`src/rtl/i2c_pkg.sv`:
```
// Shared I2C definitions for the target and controller blocks.
// Contents:
//   DEFAULT_ADDRESS - 7-bit bus address used when no override is given
//   BIT_CNT_W       - width of the per-byte bit counter (wraps 7 -> 0)
//   i2c_state_t     - protocol state encoding
//   addr_match()    - compares the address field of a received frame byte
package i2c_pkg;

    localparam logic [6:0] DEFAULT_ADDRESS = 7'h50;
    localparam int         BIT_CNT_W       = 3;

    typedef enum logic [2:0] {
        IDLE,
        ADDR,
        ADDR_ACK,
        RX_BYTE,
        RX_ACK,
        TX_BYTE,
        TX_ACK,
        WAIT_STOP
    } i2c_state_t;

    // Address frame is {addr[6:0], rw}; only the upper seven bits identify the target.
    function automatic logic addr_match(input logic [7:0] frame, input logic [6:0] addr);
        return frame[7:1] == addr;
    endfunction

endpackage

```
`src/rtl/i2c_bus_sync.sv`:
```
// Synchronizes the raw SCL/SDA pins into the clk domain and derives bus events.
// Ports:
//   clk, reset            - system clock, synchronous active-high reset
//   scl_pin, sda_pin      - raw asynchronous pin levels
//   sda_level             - synchronized SDA level
//   scl_rise, scl_fall    - one-cycle strobes on synchronized SCL edges
//   start_det, stop_det   - one-cycle strobes for START / STOP conditions
module i2c_bus_sync #(
    parameter int SYNC_STAGES = 2
) (
    input  logic clk,
    input  logic reset,
    input  logic scl_pin,
    input  logic sda_pin,
    output logic sda_level,
    output logic scl_rise,
    output logic scl_fall,
    output logic start_det,
    output logic stop_det
);

    logic [SYNC_STAGES-1:0] scl_sync_reg;
    logic [SYNC_STAGES-1:0] sda_sync_reg;
    logic                   scl_prev_reg;
    logic                   sda_prev_reg;
    logic                   scl_now;
    logic                   sda_now;

    assign scl_now = scl_sync_reg[SYNC_STAGES-1];
    assign sda_now = sda_sync_reg[SYNC_STAGES-1];

    // Flops reset to 1 (idle bus level) so leaving reset never fakes an edge.
    always_ff @(posedge clk) begin
        if (reset) begin
            scl_sync_reg <= '1;
            sda_sync_reg <= '1;
            scl_prev_reg <= 1'b1;
            sda_prev_reg <= 1'b1;
        end else begin
            scl_sync_reg[0] <= scl_pin;
            sda_sync_reg[0] <= sda_pin;
            for (int i = 1; i < SYNC_STAGES; i++) begin
                scl_sync_reg[i] <= scl_sync_reg[i-1];
                sda_sync_reg[i] <= sda_sync_reg[i-1];
            end
            scl_prev_reg <= scl_now;
            sda_prev_reg <= sda_now;
        end
    end

    assign sda_level = sda_now;
    assign scl_rise  = scl_now & ~scl_prev_reg;
    assign scl_fall  = ~scl_now & scl_prev_reg;
    // SCL must be high on both samples so an SDA change next to an SCL edge is not misread.
    assign start_det = scl_now & scl_prev_reg & sda_prev_reg & ~sda_now;
    assign stop_det  = scl_now & scl_prev_reg & ~sda_prev_reg & sda_now;

endmodule

```
`src/rtl/i2c_target.sv`:
```
// I2C target (slave) protocol engine with a single 7-bit address.
// Ports:
//   clk, reset   - system clock, synchronous active-high reset
//   sclIn, sdaIn - raw bus pin levels
//   sdaDriveLow  - 1 pulls SDA low, 0 releases it
//   txByte       - byte returned on reads, sampled after a txRequest pulse
//   txRequest    - one-cycle request for the next txByte
//   rxByte       - last byte written by the controller
//   rxValid      - one-cycle pulse when rxByte updates
//   busy         - high from address acknowledge until the transfer ends
module i2c_target
    import i2c_pkg::*;
#(
    parameter logic [6:0] ADDRESS     = DEFAULT_ADDRESS,
    parameter int         SYNC_STAGES = 2
) (
    input  logic       clk,
    input  logic       reset,
    input  logic       sclIn,
    input  logic       sdaIn,
    output logic       sdaDriveLow,
    input  logic [7:0] txByte,
    output logic       txRequest,
    output logic [7:0] rxByte,
    output logic       rxValid,
    output logic       busy
);

    logic sda_level, scl_rise, scl_fall, start_det, stop_det;

    i2c_bus_sync #(.SYNC_STAGES(SYNC_STAGES)) u_bus_sync (
        .clk      (clk),
        .reset    (reset),
        .scl_pin  (sclIn),
        .sda_pin  (sdaIn),
        .sda_level(sda_level),
        .scl_rise (scl_rise),
        .scl_fall (scl_fall),
        .start_det(start_det),
        .stop_det (stop_det)
    );

    i2c_state_t           state_reg;
    logic [BIT_CNT_W-1:0] bit_cnt_reg;
    logic [7:0]           shift_reg;     // incoming address / write data
    logic [6:0]           tx_reg;        // read bits still to be driven, MSB next
    logic                 byte_done_reg; // 8 bits clocked, waiting for the closing sclFall
    logic                 host_ack_reg;  // controller ACKed, reload on the next sclFall
    logic                 drive_reg;
    logic                 tx_req_reg;
    logic                 rx_valid_reg;
    logic                 busy_reg;
    logic [7:0]           rx_byte_reg;

    assign sdaDriveLow = drive_reg;
    assign txRequest   = tx_req_reg;
    assign rxValid     = rx_valid_reg;
    assign busy        = busy_reg;
    assign rxByte      = rx_byte_reg;

    // SDA only changes on sclFall, so the block never disturbs SDA while SCL is high.
    always_ff @(posedge clk) begin
        if (reset) begin
            state_reg     <= IDLE;
            bit_cnt_reg   <= '0;
            shift_reg     <= '0;
            tx_reg        <= '0;
            byte_done_reg <= 1'b0;
            host_ack_reg  <= 1'b0;
            drive_reg     <= 1'b0;
            tx_req_reg    <= 1'b0;
            rx_valid_reg  <= 1'b0;
            busy_reg      <= 1'b0;
            rx_byte_reg   <= '0;
        end else begin
            tx_req_reg   <= 1'b0;
            rx_valid_reg <= 1'b0;
            // START outranks everything, including a coincident sclFall.
            if (start_det || stop_det) begin
                state_reg     <= start_det ? ADDR : IDLE;
                bit_cnt_reg   <= '0;
                byte_done_reg <= 1'b0;
                host_ack_reg  <= 1'b0;
                drive_reg     <= 1'b0;
                busy_reg      <= 1'b0;
            end else begin
                case (state_reg)
                    ADDR: begin
                        if (scl_rise) begin
                            shift_reg   <= {shift_reg[6:0], sda_level};
                            bit_cnt_reg <= bit_cnt_reg + 1'b1;
                            if (&bit_cnt_reg) byte_done_reg <= 1'b1;
                        end else if (scl_fall && byte_done_reg) begin
                            byte_done_reg <= 1'b0;
                            if (addr_match(shift_reg, ADDRESS)) begin
                                state_reg  <= ADDR_ACK;
                                drive_reg  <= 1'b1;
                                busy_reg   <= 1'b1;
                                tx_req_reg <= shift_reg[0];
                            end else begin
                                state_reg <= WAIT_STOP;
                                drive_reg <= 1'b0;
                            end
                        end
                    end
                    ADDR_ACK: begin
                        if (scl_fall) begin
                            bit_cnt_reg <= '0;
                            if (shift_reg[0]) begin
                                tx_reg    <= txByte[6:0];
                                drive_reg <= ~txByte[7];
                                state_reg <= TX_BYTE;
                            end else begin
                                drive_reg <= 1'b0;
                                state_reg <= RX_BYTE;
                            end
                        end
                    end
                    RX_BYTE: begin
                        if (scl_rise) begin
                            shift_reg   <= {shift_reg[6:0], sda_level};
                            bit_cnt_reg <= bit_cnt_reg + 1'b1;
                            if (&bit_cnt_reg) begin
                                rx_byte_reg   <= {shift_reg[6:0], sda_level};
                                rx_valid_reg  <= 1'b1;
                                byte_done_reg <= 1'b1;
                            end
                        end else if (scl_fall && byte_done_reg) begin
                            byte_done_reg <= 1'b0;
                            drive_reg     <= 1'b1;
                            state_reg     <= RX_ACK;
                        end
                    end
                    RX_ACK: begin
                        if (scl_fall) begin
                            drive_reg   <= 1'b0;
                            bit_cnt_reg <= '0;
                            state_reg   <= RX_BYTE;
                        end
                    end
                    TX_BYTE: begin
                        if (scl_rise) begin
                            bit_cnt_reg <= bit_cnt_reg + 1'b1;
                            if (&bit_cnt_reg) byte_done_reg <= 1'b1;
                        end else if (scl_fall) begin
                            if (byte_done_reg) begin
                                byte_done_reg <= 1'b0;
                                host_ack_reg  <= 1'b0;
                                drive_reg     <= 1'b0;
                                state_reg     <= TX_ACK;
                            end else begin
                                drive_reg <= ~tx_reg[6];
                                tx_reg    <= {tx_reg[5:0], 1'b0};
                            end
                        end
                    end
                    TX_ACK: begin
                        if (scl_rise) begin
                            if (!sda_level) begin
                                host_ack_reg <= 1'b1;
                                tx_req_reg   <= 1'b1;
                            end else begin
                                state_reg <= WAIT_STOP;
                            end
                        end else if (scl_fall && host_ack_reg) begin
                            host_ack_reg <= 1'b0;
                            bit_cnt_reg  <= '0;
                            tx_reg       <= txByte[6:0];
                            drive_reg    <= ~txByte[7];
                            state_reg    <= TX_BYTE;
                        end
                    end
                    default: begin
                        // IDLE and WAIT_STOP: SDA stays released until START/STOP.
                        drive_reg <= 1'b0;
                    end
                endcase
            end
        end
    end

endmodule
```
`config.mk`:
```
export PLATFORM = sky130hd
export DESIGN_NAME = i2c_target
export DESIGN_NICKNAME = d
export VERILOG_FILES = /design/src/rtl/i2c_pkg.sv /design/src/rtl/i2c_bus_sync.sv /design/src/rtl/i2c_target.sv
export SDC_FILE = /design/constraint.sdc
export NUM_CORES = 1
export LEC_CHECK = 0
export ABC_AREA = 1
export BUFFER_PORTS_ARGS = -buffer_cell sky130_fd_sc_hd__clkbuf_2
export CORE_ASPECT_RATIO = 0.5
export CORE_MARGIN = 5
export CORE_UTILIZATION = 62
export CTS_CLUSTER_DIAMETER = 100
export DETAILED_ROUTE_END_ITERATION = 8
export PLACE_DENSITY = 0.92
export SYNTH_ARGS = -nofsm -noshare
export SYNTH_HDL_FRONTEND = slang
export SYNTH_HIERARCHICAL = 1
export SYNTH_SLANG_ARGS = --single-unit
```
`constraint.sdc`:
```
create_clock -name clk -period 4.8 [get_ports clk]
set_clock_uncertainty 0.05 [all_clocks]
set_input_delay 0.24 -clock clk [delete_from_list [all_inputs] [get_ports clk]]
set_output_delay 0.24 -clock clk [all_outputs]
set_load 0.01 [all_outputs]
```
==> results.txt <==
Worst relative slew slack - 0.5940
Vias in the first global route - 2041
Non-Filler Cell Area, Final - 2446 um^2
Site row count - 15
Drt first pass iters - 6
CTS Sinks - 41
I/O pins - 24
Syn Nets - 340
Crit path arrival time - 2.23 ns
WS Path Type - reg -> reg
Die height - 52.43 um
PwrDens - 479.4 nW/um^2
Hold path startpoint - sclIn
Max clock buf depth - 2
DRT iter0 DRCs - 312
Outcome - completed
Initial Util - 0.6464
Fin nets - 361
Share of cells above drive strength 1 - 0.1724
Final worst-path cycle share - 0.4349
Launching element type of the critical path - flip-flop
Minimum clock period - 2.088 ns
Cell taking the most area after synthesis - dfxtp_1
Worst setup EP type - flip-flop
Cell variety after synth - 33
Setup TNS - 0 ns
Non-filler cells, final - 399
Die footprint - 4973 um^2
Largest net degree at the start of global routing - 18
Post-DP Area - 2356 um^2
Layout overhead on the synthesized area - 9.585%
Synthesis-stage register bit count - 41
Worst hold path class - in -> reg
Slew @ Worst Pin - 0.6068 ns
Register area share after synthesis - 0.3677
Commonest non-fill, non-tap cell in the layout - nand2_1
Area of the core - 3453 um^2
Number of hold buffers added after cts - 0
Max-Cap Viols - 0
GP Congestion - 0.9684
Share of Yosys cell area claimed by the top area cell type - 0.3677
Max VDD drop - 274.2 uV
Drt drc - 0
Htree depth - 2
PostCTS Resize Cnt - 0
Slew Viols, Final - 0
CTS buffer count - 5
GRT Util Overall - 0.2462
Reg clk slew, reported paths - 0.09 ns
Pre-CTS WS - 2.852 ns
Synth async-reset ratio - 0
Antenna cells - 0
# Post-CTS Setup Buffers - 0
Final Hold Viols - 0
Grt ovf - 0
Mapped cell area - 2232 um^2
Crit path from - u_bus_sync/scl_sync_reg[1]
Setup repair after global routing missed its margin - no
Vias per inst - 5.612
Clk Latency, worst-skew pair - 0.30 ns
F_max - 0.4790 GHz
Synthesized instance count - 326
IO buf count - 23
Die width - 94.86 um
Final ANT Viol Nets - 0
Post-Route WL - 5615 um
Final setup vio count - 0
Synth warn - 6
Critical path data required time - 4.94 ns
Clock Root Buffer - clkbuf_8
TritonCTS clock tree - done
RR Startpoint - u_bus_sync/scl_sync_reg[1]
EDFF count, synth - 0
DP Cell Count - 391
WL/cell - 14.07 um
CP Max Fanout - 8
Initial antenna violation count - 0
Largest cells by area after synthesis - dfxtp_1, nand2_1, a21oi_1
Syn Area/Cell - 6.847 um^2
DPL Wire Length - 4154 um
Via count - 2239
Post-layout power - 1.173 mW
Main synth FF type - dfxtp_1
Commonest cells after routing, fill and taps aside - nand2_1, dfxtp_1, nor2_1
Static Leak - 1.195 nW
Wire length of the first global-routing pass - 9356 um
Final worst setup slack - 2.712 ns
==> through the flow <==
step,hold WS [ns],utilization
after floorplan,0.2871,-
after global placement,0.3358,0.6822
after detailed placement,0.3463,0.6822
after CTS,0.05646,0.7083
after global routing,0.06439,0.7083
final,0.05715,0.7083
==> cell families (layout without fill, tap and decap cells) <==
family,after synthesis,count (layout),synth area share
AOI/OAI and AO/OA,57,57,0.1340
adders and majority gates,2,2,0.01121
buffers and inverters,44,66,0.08464
DFF,41,41,0.3677
and+or+nand+nor,182,182,0.4025
==> synth_stat cells, types with 2 or more instances <==
cell,n
a21oi_1,30
buf_2,2
buf_4,3
clkbuf_1,2
dfxtp_1,41
ha_1,2
inv_1,31
inv_2,3
nand2_1,85
nand2_2,4
nand2_4,4
nand3_1,23
nand3_2,2
nand3_4,2
nand4_1,2
nor2_1,39
nor2_2,6
nor2_4,4
nor2_8,2
nor3_1,2
o21a_1,2
o21ai_0,21
or2_1,4
==> critical path, stage by stage, from the launching register on <==
cell and delay (ns):
dfxtp_1 0.37, inv_1 0.06, nor2_1 0.47, inv_1 0.24, nor2_1 0.13, nand2_1 0.11, nand3_1 0.11, nand2_1 0.12
nand3_2 0.13, nand2_1 0.07, nand2_1 0.08, nor2_1 0.05
==> worst paths after layout <==
| kind | end | slack, ns | depth (start not counted) |
|---|---|---|---|
| min | u_bus_sync/scl_sync_reg[0] | 0.06 | 2 |
| max | state_reg[0] | 2.71 | 11 |
| max reg2reg | state_reg[0] | 2.71 | 11 |
| min reg2reg | u_bus_sync/sda_sync_reg[1] | 0.35 | 1 |
==> layout make-up <==
cell class / instances / area [um^2]
Multi-Input combinational cell: 241 / 1222
Fill cell: 285 / 1007
Sequential cell: 41 / 820.8
Inverter: 35 / 133.9
Timing Repair Buffer: 23 / 115.1
Clock buffer: 5 / 68.82
Tap cell: 51 / 63.81
Clock inverter: 3 / 21.27
==> metal layers <==
| layer | up-vias | GRT usage | wire length, um |
|---|---|---|---|
| met5 | - | 0 | 0 |
| met2 | 126 | 0.4049 | 2510 |
| met4 | 0 | 0.07895 | 145 |
| met3 | 20 | 0.05165 | 535 |
| li1 | 1088 | - | - |
| met1 | 1005 | 0.3249 | 2423 |
==> power by group <==
group	total (mW)	leakage [nW]	internal, mW	switching [mW]
clock network	0.230	0.0445	0.103	0.127
registers	0.436	0.333	0.385	0.0517
logic	0.506	0.818	0.167	0.339
No activity file was read; power rests on OpenSTA's default activity.
